$ cat src/rtl/otter_mcycle_fsm.sv
// rtl/otter_mcycle_fsm.sv - multi-cycle OTTER control FSM with trap entry
//
// Ports:
//   clk        rising-edge clock
//   rst_n      asynchronous active-low reset
//   opcode     IR[6:0], valid from DECODE until the next FETCH
//   funct3     IR[14:12], same validity as opcode
//   intr       level interrupt request, sampled in an instruction's final cycle
//   mem_rdy    memory handshake, 1 = current read/write completes this cycle
//   mem_rden1  instruction-fetch read strobe
//   mem_rden2  data read strobe
//   mem_we2    data write strobe
//   pc_we      PC update strobe
//   rf_we      register-file write strobe
//   csr_we     CSR write strobe
//   int_taken  trap-entry pulse
//   illegal    trap cause, 1 = illegal opcode, 0 = interrupt
//   imm_sel    immediate select (0 I, 1 S, 2 B, 3 U, 4 J)
//   state      current state code for debug
module otter_mcycle_fsm (
    input  logic       clk,
    input  logic       rst_n,
    input  logic [6:0] opcode,
    input  logic [2:0] funct3,
    input  logic       intr,
    input  logic       mem_rdy,
    output logic       mem_rden1,
    output logic       mem_rden2,
    output logic       mem_we2,
    output logic       pc_we,
    output logic       rf_we,
    output logic       csr_we,
    output logic       int_taken,
    output logic       illegal,
    output logic [2:0] imm_sel,
    output logic [2:0] state
);

    typedef enum logic [2:0] {
        S_FETCH    = 3'd0,
        S_DECODE   = 3'd1,
        S_EXEC     = 3'd2,
        S_MEM_WAIT = 3'd3,
        S_WB       = 3'd4,
        S_TRAP     = 3'd5
    } state_t;

    localparam logic [6:0] OP_LUI    = 7'b0110111;
    localparam logic [6:0] OP_AUIPC  = 7'b0010111;
    localparam logic [6:0] OP_JAL    = 7'b1101111;
    localparam logic [6:0] OP_JALR   = 7'b1100111;
    localparam logic [6:0] OP_BRANCH = 7'b1100011;
    localparam logic [6:0] OP_LOAD   = 7'b0000011;
    localparam logic [6:0] OP_STORE  = 7'b0100011;
    localparam logic [6:0] OP_IMM    = 7'b0010011;
    localparam logic [6:0] OP_REG    = 7'b0110011;
    localparam logic [6:0] OP_SYSTEM = 7'b1110011;

    state_t     cur_state;
    state_t     nxt_state;
    logic [6:0] op_q;
    logic [2:0] f3_q;
    logic       ill_q;
    logic       ill_d;
    logic       final_cycle;
    logic       op_legal;

    always_comb begin
        case (opcode)
            OP_LUI, OP_AUIPC, OP_JAL, OP_JALR, OP_BRANCH,
            OP_LOAD, OP_STORE, OP_IMM, OP_REG, OP_SYSTEM: op_legal = 1'b1;
            default:                                       op_legal = 1'b0;
        endcase
    end

    always_ff @(posedge clk or negedge rst_n) begin
        if (!rst_n) begin
            cur_state <= S_FETCH;
            op_q      <= 7'd0;
            f3_q      <= 3'd0;
            ill_q     <= 1'b0;
        end else begin
            cur_state <= nxt_state;
            ill_q     <= ill_d;
            // Later states only ever look at the captured copy of the IR fields.
            if (cur_state == S_DECODE) begin
                op_q <= opcode;
                f3_q <= funct3;
            end
        end
    end

    always_comb begin
        nxt_state   = S_FETCH;
        ill_d       = ill_q;
        final_cycle = 1'b0;
        mem_rden1   = 1'b0;
        mem_rden2   = 1'b0;
        mem_we2     = 1'b0;
        pc_we       = 1'b0;
        rf_we       = 1'b0;
        csr_we      = 1'b0;
        int_taken   = 1'b0;

        case (cur_state)
            S_FETCH: begin
                mem_rden1 = 1'b1;
                nxt_state = mem_rdy ? S_DECODE : S_FETCH;
            end
            S_DECODE: begin
                if (op_legal) begin
                    nxt_state = S_EXEC;
                end else begin
                    nxt_state = S_TRAP;
                    ill_d     = 1'b1;
                end
            end
            S_EXEC: begin
                if (op_q == OP_LOAD) begin
                    mem_rden2 = 1'b1;
                    nxt_state = S_MEM_WAIT;
                end else if (op_q == OP_STORE) begin
                    mem_we2 = 1'b1;
                    if (mem_rdy) begin
                        pc_we       = 1'b1;
                        final_cycle = 1'b1;
                    end else begin
                        nxt_state = S_EXEC;
                    end
                end else begin
                    pc_we       = 1'b1;
                    final_cycle = 1'b1;
                    // ECALL/EBREAK class (SYSTEM, funct3=0) writes neither RF nor CSR.
                    rf_we  = !((op_q == OP_BRANCH) ||
                               ((op_q == OP_SYSTEM) && (f3_q == 3'b000)));
                    csr_we = (op_q == OP_SYSTEM) && (f3_q != 3'b000);
                end
            end
            S_MEM_WAIT: begin
                mem_rden2 = 1'b1;
                nxt_state = mem_rdy ? S_WB : S_MEM_WAIT;
            end
            S_WB: begin
                rf_we       = 1'b1;
                pc_we       = 1'b1;
                final_cycle = 1'b1;
            end
            S_TRAP: begin
                // intr is deliberately not examined here: no nested trap entry.
                int_taken = 1'b1;
                pc_we     = 1'b1;
                nxt_state = S_FETCH;
            end
            default: nxt_state = S_FETCH;
        endcase

        if (final_cycle) begin
            if (intr) begin
                nxt_state = S_TRAP;
                ill_d     = 1'b0;
            end else begin
                nxt_state = S_FETCH;
            end
        end
    end

    always_comb begin
        case (op_q)
            OP_STORE:         imm_sel = 3'd1;
            OP_BRANCH:        imm_sel = 3'd2;
            OP_LUI, OP_AUIPC: imm_sel = 3'd3;
            OP_JAL:           imm_sel = 3'd4;
            default:          imm_sel = 3'd0;
        endcase
    end

    assign illegal = ill_q;
    assign state   = cur_state;

endmodule

$ cat config.mk
export PLATFORM = sky130hd
export DESIGN_NAME = otter_mcycle_fsm
export DESIGN_NICKNAME = d
export VERILOG_FILES = /design/src/rtl/otter_mcycle_fsm.sv
export SDC_FILE = /design/constraint.sdc
export NUM_CORES = 1
export LEC_CHECK = 0
export CAP_MARGIN = 20
export CORE_MARGIN = 4
export CORE_UTILIZATION = 48
export DETAILED_ROUTE_END_ITERATION = 6
export PLACE_DENSITY = 0.94
export SKIP_CTS_REPAIR_TIMING = 1
export SLEW_MARGIN = 10
export SYNTH_ARGS = -nofsm -noshare
export SYNTH_HDL_FRONTEND = slang
export SYNTH_SLANG_ARGS = --single-unit
$ cat constraint.sdc
create_clock -name clk -period 3.9 [get_ports clk]
set_clock_uncertainty 0.2 [all_clocks]
set_input_delay 1.17 -clock clk [delete_from_list [all_inputs] [get_ports clk]]
set_output_delay 1.17 -clock clk [all_outputs]
set_load 0.005 [all_outputs]
==> key figures <==
Outcome
  • Outcome: completed

Global routing
  • Gr usage total: 16.9%
  • Global route total overflow: 0
  • Antenna violations before repair: 0
  • Vias in the first global route: 789
  • Largest net degree at the start of global routing: 15
  • First-pass GRT wire length: 3.28 mm

Final layout
  • Number of inserted diodes: 0
  • Layout cells sized above 1: 9.02%
  • Post-layout util: 69.2%
  • Final Net Count: 149
  • Layout Cells excl Fill: 158
  • Post-synthesis to final-layout area growth: 38.0%
  • Fillers: 133

Place
  • Inst Count DP: 155
  • IO Port Bufs: 27
  • Detailed placer's ending HPWL: 1.55 mm
  • Dpl ws: -0.0263 ns
  • Final GP Congestion: 0.834

Clock network
  • CTS clk-pin slew, worst paths: 0.07 ns
  • CTS max path bufs: 2
  • # clock sinks: 14
  • TritonCTS clock tree: built
  • Worst skew pair latency: 0.27 ns
  • Num CTS Buffers: 3
  • H-tree depth: 1
  • Clock root buffer: clkbuf_4

Die
  • FP Rows: 15
  • IO Count: 28
  • Die area: 0.00253 mm2
  • Initial core utilization: 50.2%
  • Die W: 50.3 um
  • Core area: 0.00171 mm2
  • Die Ht: 50.3 um

Worst hold path
  • Min-delay worst type: flop to flop

Synthesis
  • Async SR Flop Fraction: 100%
  • Synthesized area: 857 um2
  • Synth area leader: dfrtp_1
  • Netlist cell types: 35
  • Post-synth EDFFs: 0
  • Syn avg cell area: 8.24 um2
  • Synth Register Bits: 14
  • Mapped Cells: 104
  • Synth warn: 0
  • Post-synthesis sequential area ratio: 40.9%
  • Top post-synthesis cells by area: dfrtp_1, nand2_1, a21oi_1, nand2b_1, nor2_1
  • Top FF cell, synth: dfrtp_1
  • Synth top cells by count: nand2_1, dfrtp_1, nor2_1
  • Mapped Nets: 118
  • Share of the synthesized area in the top cell type: 40.9%
  • Most numerous cell in the Yosys netlist: nand2_1

Pwr
  • Combinational share of power: 49.0%
  • Internal power: 0.435 mW
  • Switching Fraction: 42.1%
  • NetSw: 0.317 mW
  • Peak supply drop: 0.340 mV
  • Clock Power Share: 10.3%
  • Static Leak: 0.521 nW
  • Pwr dens: 636 mW/mm2
  • Seq pwr share: 40.8%

STA
  • RSZ-0062 raised after global routing: no
  • Clock period minus worst slack: 3.56 ns
  • Final setup violating endpoints: 0
  • Slew @ Worst Pin: 0.594 ns
  • Max Clk Rate: 281 MHz
  • Final period utilization: 91.4%
  • Final Slew Violations: 0
  • Hold Fails Final Rpt: 0
  • Fin worst setup slack: 0.335 ns
  • Slew headroom: 60.3%

Critical path
  • Critical path arrival: 2.19 ns
  • Worst EP required: 2.53 ns
  • Critical Path Fanout Max: 2
  • Critical path class: input pin to output pin
  • CP Launch Type: input pin
  • Critical path capture point type: output pin

Routing
  • Drt initial violations: 27
  • Number of vias per cell: 5.44
  • Final wirelength: 1.96 mm
  • Vias: 859
  • First drt pass iteration count: 4
  • Antenna viol nets, final: 0
  • DRC viols: 0
  • Wire length per cell: 12.4 um

Flow run
  • Max-Cap Viols: 0
flip-flops by register name, indices dropped and copies added, names as in the netlist:
register	count
state	3
f3_q	3
op_q	7
illegal	1
layer usage:
layer / vias to the layer above / track usage [%] / part of all wire [%]
li1: 423 / - / -
met1: 395 / 19.7 / 45
met2: 36 / 30.2 / 46
met3: 5 / 2.37 / 7.4
met4: 0 / 7.83 / 2.0
met5: - / 0 / 0
cells in the final DEF (no fill, tap or decap), types with 2 or more instances in the layout:
cell type / netlist / routed
o21ai_0: 4 / 4
clkdlybuf4s50_1: 0 / 26
nor2_1: 6 / 6
nor3_1: 4 / 4
nand2b_1: 4 / 4
nand2_1: 33 / 33
inv_1: 3 / 3
clkbuf_4: 0 / 3
o21a_1: 2 / 2
nand3_1: 4 / 4
dfrtp_1: 14 / 14
a21oi_1: 5 / 5
worst max-delay path, stage by stage:
cell             delay, ns
clkdlybuf4s50_1       0.41
and2_1                0.18
o31ai_4               0.17
o21ai_0               0.09
dlymetal6s2s_1        0.16
power groups by stage:
stage / clock network, mW / logic, mW / registers [mW]
after floorplan: 0 / 0.247 / 0.278
after global placement: 0 / 0.357 / 0.301
after detailed placement: 0 / 0.369 / 0.308
after CTS: 0.0782 / 0.372 / 0.305
after global routing: 0.0836 / 0.409 / 0.320
final: 0.0772 / 0.368 / 0.306
final timing paths:
kind,start,to,slack [ns],depth (start not counted)
setup / recovery,mem_rdy,pc_we,0.34,5
hold reg to reg,f3_q[2]$_DFFE_PN0N_,f3_q[2]$_DFFE_PN0N_,0.28,2
hold / removal,f3_q[2]$_DFFE_PN0N_,f3_q[2]$_DFFE_PN0N_,0.28,2
min in group asynchronous,rst_n,illegal$_DFF_PN0_,1.07,1
setup reg to reg,state[0]$_DFF_PN0_,illegal$_DFF_PN0_,2.00,4
max in group asynchronous,rst_n,f3_q[2]$_DFFE_PN0N_,2.04,1
cell type report:
class	instances	area, um2	share of cell area (%)
inverters	3	11.3	0.952
clock buffers	3	22.5	1.90
well taps	25	31.3	2.65
flip-flops and latches	14	350	29.6
repair buffers	28	280	23.7
multi-input cells	85	487	41.2
per-stage QoR:
stage               hold WS (ns)  TNS, ns  instance area [um2]  power (mW)
floorplan                  0.247        0                  857       0.525
global placement           0.264        0                 1160       0.658
detailed placement         0.264  -0.0263                 1160       0.676
CTS                        0.282  -0.0156                 1180       0.755
global route               0.326        0                 1180       0.813
finish                     0.282        0                 1180       0.752
cells by family (layout without fill, tap and decap cells):
logic type	after synthesis	count (layout)	share of synthesized area, %
buffers and inverters	5	34	2.33
AO/OA/AOI/OAI	21	21	18.4
flip-flops	14	14	40.9
AND/OR/NAND/NOR	64	64	38.4
Power figures use the tool's default switching activity.
